### src/rtl/sprite_draw_scheduler_pkg.sv
// Shared definitions for the sprite draw scheduler: sprite geometry,
// ROM addressing, colour codes, pixel type and FSM state encoding.
package sprite_draw_scheduler_pkg;

  // Sprite geometry and ROM addressing
  localparam int SPR_W  = 30;
  localparam int SPR_H  = 30;
  localparam int FRAME  = SPR_W * SPR_H;
  localparam int ADDR_W = 10;

  // Column/row counter widths, sized from the sprite geometry
  localparam int COL_W = $clog2(SPR_W);
  localparam int ROW_W = $clog2(SPR_H);

  // Terminal values held at counter width so compares are width-exact
  localparam logic [ADDR_W-1:0] ADDR_LAST = ADDR_W'(FRAME - 1);
  localparam logic [COL_W-1:0]  COL_LAST  = COL_W'(SPR_W - 1);

  // ROM colour select codes
  typedef enum logic [1:0] {
    COLOR_RED    = 2'd0,
    COLOR_GREEN  = 2'd1,
    COLOR_BLUE   = 2'd2,
    COLOR_YELLOW = 2'd3
  } color_e;

  // One sprite pixel as stored in the ROM and written to the framebuffer
  typedef logic [7:0] pixel_t;

  // Draw sequencer states
  typedef enum logic [1:0] {
    ST_IDLE  = 2'd0,
    ST_RUN   = 2'd1,
    ST_DRAIN = 2'd2,
    ST_DONE  = 2'd3
  } state_e;

endpackage

### src/rtl/sprite_draw_scheduler_rr_arbiter.sv
// Round-robin arbiter: combinational one-hot grant of the first active
// request at or after the pointer (wrapping); the pointer moves to the
// slot after the winner when the grant is taken.
module sprite_draw_scheduler_rr_arbiter #(
  parameter int N_REQ = 4,
  parameter int IDX_W = 2
) (
  input  logic             i_clk,
  input  logic             i_rst,
  input  logic [N_REQ-1:0] i_req,
  input  logic             i_advance,
  output logic [N_REQ-1:0] o_grant,
  output logic [IDX_W-1:0] o_grant_idx,
  output logic [IDX_W-1:0] o_ptr
);

  logic [IDX_W-1:0] r_ptr;
  logic [IDX_W-1:0] w_sel;
  logic             w_found;
  int               w_idx;

  // Scan upward from the pointer, wrapping, and pick the first active request
  always_comb begin
    o_grant     = '0;
    o_grant_idx = '0;
    w_found     = 1'b0;
    w_idx       = 0;
    w_sel       = '0;
    for (int i = 0; i < N_REQ; i++) begin
      w_idx = int'(r_ptr) + i;
      if (w_idx >= N_REQ) begin
        w_idx = w_idx - N_REQ;
      end
      w_sel = IDX_W'(w_idx);
      if (!w_found && i_req[w_sel]) begin
        w_found        = 1'b1;
        o_grant[w_sel] = 1'b1;
        o_grant_idx    = w_sel;
      end
    end
  end

  // Pointer update: the slot after the winner gets first chance next time
  always_ff @(posedge i_clk) begin
    if (i_rst) begin
      r_ptr <= '0;
    end else if (i_advance) begin
      if (o_grant_idx == IDX_W'(N_REQ - 1)) begin
        r_ptr <= '0;
      end else begin
        r_ptr <= o_grant_idx + 1'b1;
      end
    end
  end

  assign o_ptr = r_ptr;

endmodule

### src/rtl/sprite_draw_scheduler.sv
// Sprite draw scheduler: shares one 30x30 numbered-sprite ROM among
// N_REQ requesters, scans the granted sprite row-major and forwards each
// pixel to a framebuffer write port with valid/ready flow control.
// Build option: define SPRITE_KEY_EN to suppress writes of pixels equal
// to KEY (transparent colour); the scan then never waits on those pixels.
module sprite_draw_scheduler
  import sprite_draw_scheduler_pkg::*;
#(
  parameter int     N_REQ = 4,
  parameter int     X_W   = 10,
  parameter int     Y_W   = 10,
  parameter pixel_t KEY   = 8'h00
) (
  input  logic                 i_clk,
  input  logic                 i_rst,
  input  logic [N_REQ-1:0]     i_req_valid,
  input  logic [2*N_REQ-1:0]   i_req_color,
  input  logic [2*N_REQ-1:0]   i_req_number,
  input  logic [X_W*N_REQ-1:0] i_req_x,
  input  logic [Y_W*N_REQ-1:0] i_req_y,
  output logic [N_REQ-1:0]     o_req_done,
  output logic [1:0]           o_rom_color,
  output logic [1:0]           o_rom_number,
  output logic [ADDR_W-1:0]    o_rom_addr,
  input  pixel_t               i_rom_data,
  output logic                 o_fb_we,
  input  logic                 i_fb_ready,
  output logic [X_W-1:0]       o_fb_x,
  output logic [Y_W-1:0]       o_fb_y,
  output pixel_t               o_fb_data,
  output logic                 o_busy
);

  localparam int IDX_W = (N_REQ > 1) ? $clog2(N_REQ) : 1;

  // Per-requester views of the packed request buses
  logic [1:0]     w_req_color  [N_REQ];
  logic [1:0]     w_req_number [N_REQ];
  logic [X_W-1:0] w_req_x      [N_REQ];
  logic [Y_W-1:0] w_req_y      [N_REQ];

  for (genvar gi = 0; gi < N_REQ; gi++) begin : g_unpack
    assign w_req_color[gi]  = i_req_color[2*gi +: 2];
    assign w_req_number[gi] = i_req_number[2*gi +: 2];
    assign w_req_x[gi]      = i_req_x[X_W*gi +: X_W];
    assign w_req_y[gi]      = i_req_y[Y_W*gi +: Y_W];
  end

  // Sequencer state and latched request
  state_e           r_state;
  logic [N_REQ-1:0] r_grant;
  logic [N_REQ-1:0] r_req_done;
  logic             r_busy;
  color_e           r_color;
  logic [1:0]       r_number;
  logic [X_W-1:0]   r_base_x;
  logic [Y_W-1:0]   r_base_y;

  // Issue stage: address driven to the ROM this cycle and its position
  logic [ADDR_W-1:0] r_addr;
  logic [COL_W-1:0]  r_col;
  logic [ROW_W-1:0]  r_row;

  // Stage p1: the pixel whose ROM data is on i_rom_data this cycle
  logic              r_p1_valid;
  logic [ADDR_W-1:0] r_p1_addr;
  logic [X_W-1:0]    r_fb_x;
  logic [Y_W-1:0]    r_fb_y;

  logic              w_any_req;
  logic              w_take;
  logic              w_fb_we;
  logic              w_advance;
  logic [N_REQ-1:0]  w_grant;
  logic [IDX_W-1:0]  w_grant_idx;
  logic [IDX_W-1:0]  w_unused_ptr;

  sprite_draw_scheduler_rr_arbiter #(
    .N_REQ (N_REQ),
    .IDX_W (IDX_W)
  ) u_arb (
    .i_clk       (i_clk),
    .i_rst       (i_rst),
    .i_req       (i_req_valid),
    .i_advance   (w_take),
    .o_grant     (w_grant),
    .o_grant_idx (w_grant_idx),
    .o_ptr       (w_unused_ptr)
  );

  assign w_any_req = |i_req_valid;
  assign w_take    = (r_state == ST_IDLE) && w_any_req;

`ifdef SPRITE_KEY_EN
  // Transparent pixels are dropped here, so they never stall the scan
  assign w_fb_we = r_p1_valid && (i_rom_data != KEY);
`else
  assign w_fb_we = r_p1_valid;
  logic w_unused_key;
  assign w_unused_key = ^KEY;
`endif

  // The pipeline moves whenever the pending write (if any) is accepted
  assign w_advance = !w_fb_we || i_fb_ready;

  // Sequencer: arbitrate in IDLE, scan in RUN, flush last pixel in DRAIN, pulse done in DONE
  always_ff @(posedge i_clk) begin
    if (i_rst) begin
      r_state    <= ST_IDLE;
      r_grant    <= '0;
      r_req_done <= '0;
      r_busy     <= 1'b0;
      r_color    <= COLOR_RED;
      r_number   <= '0;
      r_base_x   <= '0;
      r_base_y   <= '0;
      r_addr     <= '0;
      r_col      <= '0;
      r_row      <= '0;
      r_p1_valid <= 1'b0;
      r_p1_addr  <= '0;
      r_fb_x     <= '0;
      r_fb_y     <= '0;
    end else begin
      r_req_done <= '0;
      case (r_state)
        ST_IDLE: begin
          if (w_take) begin
            r_state  <= ST_RUN;
            r_busy   <= 1'b1;
            r_grant  <= w_grant;
            r_color  <= color_e'(w_req_color[w_grant_idx]);
            r_number <= w_req_number[w_grant_idx];
            r_base_x <= w_req_x[w_grant_idx];
            r_base_y <= w_req_y[w_grant_idx];
            r_addr   <= '0;
            r_col    <= '0;
            r_row    <= '0;
          end
        end
        ST_RUN: begin
          if (w_advance) begin
            // Move the issued address into p1; coordinates wrap at the framebuffer width
            r_p1_valid <= 1'b1;
            r_p1_addr  <= r_addr;
            r_fb_x     <= r_base_x + X_W'(r_col);
            r_fb_y     <= r_base_y + Y_W'(r_row);
            if (r_addr == ADDR_LAST) begin
              r_state <= ST_DRAIN;
            end else begin
              r_addr <= r_addr + 1'b1;
              if (r_col == COL_LAST) begin
                r_col <= '0;
                r_row <= r_row + 1'b1;
              end else begin
                r_col <= r_col + 1'b1;
              end
            end
          end
        end
        ST_DRAIN: begin
          if (w_advance) begin
            r_p1_valid <= 1'b0;
            r_state    <= ST_DONE;
            r_req_done <= r_grant;
          end
        end
        ST_DONE: begin
          r_state <= ST_IDLE;
          r_busy  <= 1'b0;
        end
        default: begin
          r_state <= ST_IDLE;
        end
      endcase
    end
  end

  // On a stall the ROM is re-addressed with p1's pixel so its data stays put
  assign o_rom_addr   = w_advance ? r_addr : r_p1_addr;
  assign o_rom_color  = r_color;
  assign o_rom_number = r_number;
  assign o_req_done   = r_req_done;
  assign o_busy       = r_busy;
  assign o_fb_we      = w_fb_we;
  assign o_fb_x       = r_fb_x;
  assign o_fb_y       = r_fb_y;
  assign o_fb_data    = w_fb_we ? i_rom_data : '0;

endmodule

### config.mk
export PLATFORM = sky130hd
export DESIGN_NAME = sprite_draw_scheduler
export DESIGN_NICKNAME = d
export VERILOG_FILES = /design/src/rtl/sprite_draw_scheduler_pkg.sv /design/src/rtl/sprite_draw_scheduler_rr_arbiter.sv /design/src/rtl/sprite_draw_scheduler.sv
export SDC_FILE = /design/constraint.sdc
export NUM_CORES = 1
export LEC_CHECK = 0
export ABC_CLOCK_PERIOD_IN_PS = 3600
export CORE_UTILIZATION = 48
export CTS_CLUSTER_SIZE = 8
export DETAILED_ROUTE_END_ITERATION = 6
export GPL_ROUTABILITY_DRIVEN = 0
export HOLD_SLACK_MARGIN = 0.02
export PLACE_DENSITY = 0.82
export SLEW_MARGIN = 20
export SYNTH_ARGS = -nofsm -noshare
export SYNTH_HDL_FRONTEND = slang
export SYNTH_SLANG_ARGS = --single-unit
export TNS_END_PERCENT = 50
### constraint.sdc
create_clock -name i_clk -period 3.6 [get_ports i_clk]
set_clock_uncertainty 0.05 [all_clocks]
set_input_delay 0.9 -clock i_clk [delete_from_list [all_inputs] [get_ports i_clk]]
set_output_delay 0.9 -clock i_clk [all_outputs]
set_load 0.05 [all_outputs]
# After elaboration in Yosys (flattened, before gate mapping)
# Index checks and enable logic that the tools add are counted.
[op_classes] muxes=69 add_sub_neg=13 bitwise=6 reduce_logical=26 order_cmp=13 n_eq_ne=12
[ops] op="two-way mux 10 bit" count=8
[ops] op="binary-select mux 10 bit (select 2 bit)" count=2
[ops] op="two-way mux 5 bit" count=7
[ops] op="two-way mux 2 bit" count=17
[ops] op="adder 10 x 5 -> 10 bit" count=2
[ops] op="one-hot mux 10 bit (2 select lines)" count=1
[ops] op="one-hot mux 5 bit (2 select lines)" count=2
[ops] op="two-way mux 4 bit" count=4
[ops] op="two-way mux 1 bit" count=14
[ops] op=">= comparator 3 bit, second input constant" count=4
[ops] op="less-than comparator 2 x 3 -> 1 bit, second input constant" count=4
[ops] op="OR 4 bit" count=3
[ops] op="adder 10 x 1 -> 10 bit, second input constant" count=1
[ops] op="adder 5 x 1 -> 5 bit, second input constant" count=2
[ops] op="== test 10 bit, second input constant" count=1
[ops] op="inequality test 2 bit, second input constant" count=5
[ops] op="binary-select mux 1 bit (select 2 bit)" count=4
[ops] op="binary-select mux 2 bit (select 2 bit)" count=2
[ops] op="demux 1 bit (select 2 bit)" count=4
[ops] op=">= comparator 2 x 1 -> 1 bit, second input constant" count=4
[ops] op="logical AND 1 bit" count=8
[ops] op="two-way mux 8 bit" count=1
[ops] op="one-hot mux 2 bit (4 select lines)" count=1
[ops] op="AND reduction 4 bit" count=2
[ops] op="other kinds (21)" count=36
[totals] output_inout_bits=48 regBits=88

# Depth between registers and ports, before layout
# Gate-level depths: netlist (run 1).
[depth] depth_word=18 depth_mapped=12

# Cells and area by module
# From an unflattened synthesis (run 1), not the netlist that was laid out.
[hier_totals] cells_unflattened=652 area_unflattened_um2=5652.9
[by_module_without_submodules] module="sprite_draw_scheduler" area_per_inst_um2=5096.1 seq_area_each_um2=1721.7 instances=1 cells_per_inst=590
[by_module_without_submodules] module="sprite_draw_scheduler_rr_arbiter" area_per_inst_um2=556.8 seq_area_each_um2=40.0 instances=1 cells_per_inst=62

# Worst setup path before layout (run 1)
# No wires, ideal clock.
[synth_timing] path_kind="reg2reg" start="register u_arb.r_ptr[0], in the netlist u_arb.o_ptr[0]" end="register r_color[0], in the netlist o_rom_color[0]" period_less_slack_ps=2950 stages_incl_launch_ff=13 n_path_buf=4 arrival_time_ps=2839 required_ps=3490 slack_ps=650 cell_sequence="dfxtp_1 -> buf_2 -> inv_1 -> ha_1 -> buf_6 -> mux4_2 -> nor3_4 -> o211a_4 -> o21a_2 -> buf_6 -> buf_12 -> mux2i_1 -> a22o_1"
[synth_between] elab_chain_cells=18 word_cells_on_any_way=40
[synth_lines] element="start, declared" line="sprite_draw_scheduler_rr_arbiter.sv:17" text="logic [IDX_W-1:0] r_ptr;"
[synth_lines] element="start signal, assigned" line="sprite_draw_scheduler_rr_arbiter.sv:51" text="r_ptr <= o_grant_idx + 1'b1;"
[synth_lines] element="branches (longest 13 deep; another with adder 2 x 1 -> 3 bit)"
[synth_lines] element="two-way mux 2 bit (*)" line="sprite_draw_scheduler_rr_arbiter.sv:35" text="if (!w_found && i_req[w_sel]) begin"
[synth_lines] element="inverter 2 -> 3 bit (implied by the code) (*)" line="sprite_draw_scheduler.sv:132" text="r_color <= color_e'(w_req_color[w_grant_idx]);"
[synth_lines] element="binary-select mux 2 bit (select 2 bit) (*)" line="sprite_draw_scheduler.sv:132"
[synth_lines] element="two-way mux 2 bit (implied by the code) (*) (2 in a row)" line="sprite_draw_scheduler.sv:132"
[synth_lines] element="end signal, assigned" line="sprite_draw_scheduler.sv:132"
[synth_lines] element="end, declared" line="sprite_draw_scheduler.sv:54" text="color_e r_color;"
# Every way passes the cells marked *. The select of a mux whose other input is x is not followed.
# A chain may end at the register's enable or synchronous reset.

# Worst setup path in the final report (run 1)
[layout_timing] start="register u_arb.r_ptr[1], in the netlist u_arb.o_ptr[1]" end="register r_base_y[6]"
[layout_between] elab_chain_cells=18 word_cells_on_any_way=40
[layout_lines] element="branches (longest 13 deep; another with adder 2 x 1 -> 3 bit)"
[layout_lines] element="two-way mux 2 bit (*)" line="sprite_draw_scheduler_rr_arbiter.sv:35"
[layout_lines] element="inverter 2 -> 3 bit (implied by the code) (*)" line="sprite_draw_scheduler.sv:135" text="r_base_y <= w_req_y[w_grant_idx];"
[layout_lines] element="binary-select mux 10 bit (select 2 bit) (*)" line="sprite_draw_scheduler.sv:135"
[layout_lines] element="two-way mux 10 bit (implied by the code) (*) (2 in a row)" line="sprite_draw_scheduler.sv:135"
[layout_lines] element="end signal, assigned" line="sprite_draw_scheduler.sv:135"
[layout_lines] element="end, declared" line="sprite_draw_scheduler.sv:57" text="logic [Y_W-1:0] r_base_y;"
# Marked as above.

==> results of run 1 <==
sequential cells by signal, summed over array words and instances (netlist names), 2 cells and up:
name,count
o_rom_number,2
r_p1_addr,10
o_fb_x,10
r_base_y,10
o_fb_y,10
r_row,5
o_req_done,4
o_rom_color,2
r_state,2
r_base_x,10
r_grant,4
r_col,5
r_addr,10
u_arb.o_ptr,2
through the flow:
stage	setup slack, ps	area (um^2)
after floorplan	650	5260
after global placement	245	6860
after detailed placement	129	6860
after CTS	286	7070
after global routing	46.8	7070
final	273	7070
final cells by class:
type                            instances  area (um^2)  area share
Clock inverter                          6         91.3      0.0129
Inverter                               19         71.3      0.0101
Multi-Input combinational cell        429         3190       0.451
Timing Repair Buffer                  169         1660       0.235
Clock buffer                           10          128      0.0180
Tap cell                              136          170      0.0241
Sequential cell                        88         1760       0.249
layout by cell type (no fill, tap or decap), types with 3 or more instances in the layout:
cell,n
a21oi_1,33
nand2b_1,5
mux2_2,13
and2_1,16
xor2_1,12
or3_1,11
a221oi_1,4
a22o_1,25
nor3b_1,3
buf_4,19
nor3_1,3
mux4_2,3
a311oi_1,5
nor2b_1,7
nand3_1,10
mux2i_1,74
a211oi_1,16
nand3b_1,4
ha_1,23
nor2_1,41
clkbuf_8,9
xnor2_1,6
clkdlybuf4s50_1,147
dfxtp_1,88
nand2_1,51
o21ai_0,16
inv_1,19
o211ai_1,3
a22oi_1,4
nand4_1,7
kinds of logic (layout without fill, tap and decap cells):
kind of cell               Yosys count  after routing
AOI/OAI and AO/OA                  122            122
xor gates and xnor gates            18             18
adders and majority gates           25             25
buffers and inverters               57            204
DFF                                 88             88
muxes                               90             90
and+or+nand+nor                    174            174
power breakdown:
part           internal [mW]  switching (mW)  leakage (nW)
Clock                  0.396           0.356         0.111
Sequential              1.21           0.183         0.719
Combinational           1.41            1.79          1.97
Total                   3.02            2.33          2.80
Yosys cell counts, types with 6 or more instances:
| library cell | instances |
|---|---|
| mux2_2 | 13 |
| clkbuf_1 | 18 |
| nand4_1 | 7 |
| nor2b_1 | 7 |
| xnor2_1 | 6 |
| buf_2 | 7 |
| ha_1 | 23 |
| a21oi_1 | 33 |
| a22o_1 | 25 |
| o21ai_0 | 16 |
| nand3_1 | 10 |
| or3_1 | 11 |
| dfxtp_1 | 88 |
| inv_1 | 19 |
| nand2_1 | 51 |
| a211oi_1 | 16 |
| nor2_1 | 43 |
| mux2i_1 | 74 |
| xor2_1 | 12 |
| and2_1 | 16 |
per-layer routing:
layer,part of all wire,vias up,wire length (um),track usage
met5,0,-,0,0
met3,0.070,25,864,0.0535
met1,0.40,2173,4880,0.239
li1,-,2360,-,-
met2,0.51,178,6290,0.420
met4,0.025,0,313,0.0910
final timing paths:
check	startpoint	end	slack [ps]	cells after the start
worst max register to register	u_arb.o_ptr[1]	r_base_y[6]	270	9
worst min register to register	r_p1_addr[7]	r_p1_addr[7]	410	2
worst max-delay path	u_arb.o_ptr[1]	r_base_y[6]	270	9
worst min-delay path	r_p1_addr[7]	r_p1_addr[7]	410	2
worst min-delay path: stages, from the launching register on:
cell,delay (ps)
dfxtp_1,320
nand2_1,50
a21oi_1,50
==> summary.md, run 1 <==
| Metric | Value |
|---|---|
| Port Buffer Count | 158 |
| CTS buffer count | 9 |
| FILL cells | 860 |
| Synth Area in Compound Gates | 0.165 |
| Area of the die | 0.0114 mm^2 |
| Clk slew on worst S/H paths | 90 ps |
| Syn_area_per_cell | 9.16 um^2 |
| Pre-antenna DRT Iters | 4 |
| Total clock sinks | 88 |
| Critical Path Sink Type | flop |
| RSZ-0062 raised after global routing | false |
| Max_slew headroom | 0.320 |
| FMAX | 301 MHz |
| Adder-cell area share of the yosys netlist | 0.0624 |
| Ys async rst share | 0 |
| IO Pins | 159 |
| Top_reg_cell synth | dfxtp_1 |
| Min Hold Slack | 406 ps |
| Core ar. | 0.0105 mm^2 |
| Die Ht | 107 um |
| Via density | 5.53 |
| Layout cells sized above 1 | 0.0902 |
| Detailed Route WL | 12300 um |
| Final Max Tran Viols | 0 |
| Vias | 4736 |
| Synth cell types | 59 |
| Grt ovf | 0 |
| Mux share of post-synthesis cell area | 0.182 |
| Post-DR wirelength/cell | 14.4 um |
| Worst-Margin Slew | 1020 ps |
| CP arrival | 3570 ps |
| Die width | 107 um |
| Cells after DPL | 841 |
| P_leak | 2.80 nW |
| Power per cell area | 755 mW/mm^2 |
| Worst stage delay on the critical path | 650 ps |
| Yosys reg bits | 88 |
| Root buf cell | clkbuf_8 |
| Vias in the first global route | 4715 |
| Largest net degree at the start of global routing | 51 |
| Clock period minus worst slack | 3330 ps |
| Combinational family with the most area after synthesis | multiplexers |
| Total power | 5.34 mW |
| Worst Path Required | 3850 ps |
| Hold WC Path Type | flop to flop |
| Largest cells by area after synthesis | dfxtp_1 (34%), mux2i_1 (14%), ha_1 (5.5%), a22o_1 (4.2%), nand2_1 (3.6%) |
| Post-synthesis cell count | 574 |
| Placed wire-length estimate | 9540 um |
| Iteration-0 DRC Markers | 123 |
| CP Launch Type | flop |
| Largest delay share family, worst path | multiplexers |
| N_diodes | 0 |
| Post-route ant nets | 0 |
| Starting Density | 0.502 |
| Syn Nets | 710 |
| Post-synthesis simple-gate area fraction | 0.166 |
| Post-CTS Hold Fix Bufs | 0 |
| Post-synth top area share | 0.335 |
| Status | finished, final reports clean |
| Dominant cell type by area after synthesis | dfxtp_1 |
| Syn-to-layout area delta | 34.6% |
| Worst VDD drop | 411 uV |
| Post-CTS sizing | 0 |
| Setup TNS | 0 ps |
| Crit-path cells | inv_1, ha_1, mux4_2, nor3_4, o211a_4, o21a_2, buf_12, mux2i_1, a22o_1 |
| Setup Viol. Count Final | 0 |
| Max Buffers Root-to-Sink | 2 |
| Slowest stage cell, crit path | mux4_2 |
| Post-synthesis sequential area ratio | 0.335 |
| Max-cap violations | 0 |
| First-pass GRT wire length | 20800 um |
| Yosys warns | 0 |
| Post-synthesis cell area | 0.00526 mm^2 |
| H-Tree Depth | 3 |
| Post-CTS Setup Bufs | 0 |
| Post-synthesis xor/xnor area fraction | 0.0300 |
| WP buf/inv | 2 |
| Final non-filler cell total | 857 |
| EDFF count, synth | 0 |
| DRC viols | 0 |
| Final core utilization | 0.676 |
| Crit path kind | flop to flop |
| GRT Total Usage | 0.224 |
| Clock network latency to the later pin of the worst-skew pair | 360 ps |
| Crit path max fanout | 25 |
| CTS tree | yes |
| # rows | 37 |
| Final Cycle Share | 0.924 |
| Initial antenna violation count | 0 |
| Layout net count | 852 |
| Final Hold Viols | 0 |
Note: power is estimated with default switching activity, not from simulation.
==> run 2, diff against run 1 <==
==> constraint.sdc (replaced) <==
create_clock -name i_clk -period 3.6 [get_ports i_clk]
set_clock_uncertainty 0.05 [all_clocks]
set_input_delay 0.36 -clock i_clk [delete_from_list [all_inputs] [get_ports i_clk]]
set_output_delay 0.36 -clock i_clk [all_outputs]
set_load 0.05 [all_outputs]
==> run 2 against run 1 <==
Sequential power barely moved. Cell area rose by 0.53%. Power rose by 1.8%. Critical path depth did not move. Register-to-register slack barely moved. Via count rose by 0.19%. Global-route usage rose by 0.096 points. Clock power rose by 13%. First-iteration DRC count rose by 48%.
==> summary.md, run 2 (synthesis results as in run 1) <==
| Metric | Value |
|---|---|
| Die Ht | 107 um |
| Worst VDD drop | 357 uV |
| Most frequent cells in the layout | clkdlybuf4s50_1 (157), dfxtp_1 (88), mux2i_1 (74) |
| Worst stage delay on the critical path | 650 ps |
| Clock network latency to the later pin of the worst-skew pair | 360 ps |
| Crit path max fanout | 25 |
| Layout net count | 849 |
| Total clock sinks | 88 |
| P_leak | 2.78 nW |
| Port Buffer Count | 158 |
| Final Max Tran Viols | 0 |
| IO Pins | 159 |
| Core ar. | 0.0105 mm^2 |
| Setup Viol. Count Final | 0 |
| RSZ-0062 raised after global routing | false |
| Final core utilization | 0.680 |
| GRT Total Usage | 0.225 |
| Largest net degree at the start of global routing | 51 |
| Max Buffers Root-to-Sink | 2 |
| Pre-CTS setup slack | 300 ps |
| Vias in the first global route | 4615 |
| Iteration-0 DRC Markers | 182 |
| Status | finished, final reports clean |
| Root buf cell | clkbuf_8 |
| WP buf/inv | 2 |
| Vias | 4745 |
| Layout cells sized above 1 | 0.0738 |
| Crit path setup slack, layout | 269 ps |
| Initial antenna violation count | 0 |
| H-Tree Depth | 3 |
| Via density | 5.56 |
| N_diodes | 0 |
| Largest delay share family, worst path | multiplexers |
| Pre-antenna DRT Iters | 5 |
| Die width | 107 um |
| Starting Density | 0.502 |
| Post-route ant nets | 0 |
| CTS buffer count | 9 |
| CTS tree | yes |
| Grt ovf | 0 |
| Worst Path Required | 3840 ps |
| Final Hold Viols | 0 |
| Post-CTS Hold Fix Bufs | 0 |
| Post-CTS Setup Bufs | 0 |
| Detailed Route WL | 12600 um |
| Final non-filler cell total | 854 |
| FMAX | 300 MHz |
| Crit path kind | flop to flop |
| Placed wire-length estimate | 9610 um |
| Post-route cell area | 0.00711 mm^2 |
| CP Launch Type | flop |
| Most common cell after layout, fill and taps aside | clkdlybuf4s50_1 |
| FILL cells | 855 |
| CP arrival | 3580 ps |
| Setup TNS | 0 ps |
| Power per cell area | 765 mW/mm^2 |
| Post-CTS sizing | 0 |
| Placed Instance Area | 0.00686 mm^2 |
| Cells after DPL | 838 |
| # rows | 37 |
| Max_slew headroom | 0.338 |
| Crit-path cells | inv_1, ha_1, mux4_2, nor3_4, o211a_4, o21a_2, buf_12, mux2i_1, a22o_1 |
| Final Cycle Share | 0.925 |
| Worst-Margin Slew | 992 ps |
| Slowest stage cell, crit path | mux4_2 |
| Syn-to-layout area delta | 35.3% |
| First-pass GRT wire length | 20800 um |
| Clk slew on worst S/H paths | 90 ps |
| Max-cap violations | 0 |
| Post-DR wirelength/cell | 14.8 um |
| Hold WC Path Type | flop to flop |
| DRC viols | 0 |
| Clock period minus worst slack | 3330 ps |
| Critical Path Sink Type | flop |
| Area of the die | 0.0114 mm^2 |
run 2: through the flow:
| stage | hold WS [ps] | power, mW |
|---|---|---|
| floorplan | 381 | 3.94 |
| global placement | 389 | 4.49 |
| detailed placement | 394 | 4.62 |
| CTS | 406 | 5.46 |
| global route | 421 | 5.78 |
| finish | 408 | 5.44 |
run 2: path summary, 6_finish.rpt:
| kind | cells past startpoint | startpoint | slack (ps) | endpoint |
|---|---|---|---|---|
| worst min register to register | 2 | o_fb_x[0] | 410 | o_fb_x[0] |
| worst min-delay path | 2 | o_fb_x[0] | 410 | o_fb_x[0] |
| worst max-delay path | 9 | u_arb.o_ptr[1] | 270 | r_base_y[4] |
| worst max register to register | 9 | u_arb.o_ptr[1] | 270 | r_base_y[4] |
run 2: routing by layer:
metal | part of all wire | track usage
met1 | 0.39 | 0.242
met3 | 0.079 | 0.0675
met5 | 0 | 0
met4 | 0.015 | 0.0577
met2 | 0.52 | 0.424
run 2: worst reg2reg max path, stage by stage (launching register included):
cell	delay (ps)
dfxtp_1	640
inv_1	180
ha_1	520
mux4_2	650
nor3_4	240
o211a_4	210
o21a_2	160
buf_12	200
mux2i_1	270
a22o_1	150
run 2: area by class of cell:
class	instances	area [um^2]	share of cell area
flip-flops and latches	88	1760	0.248
multi-input cells	429	3190	0.449
well taps	136	170	0.0239
clock inverters	5	103	0.0144
clock buffers	11	151	0.0213
repair buffers	166	1660	0.234
inverters	19	71.3	0.0100
run 2: report_power, final:
group / total [mW] / switching [mW] / internal, mW
Sequential: 1.39 / 0.186 / 1.21
Clock: 0.846 / 0.348 / 0.498
Combinational: 3.20 / 1.81 / 1.40
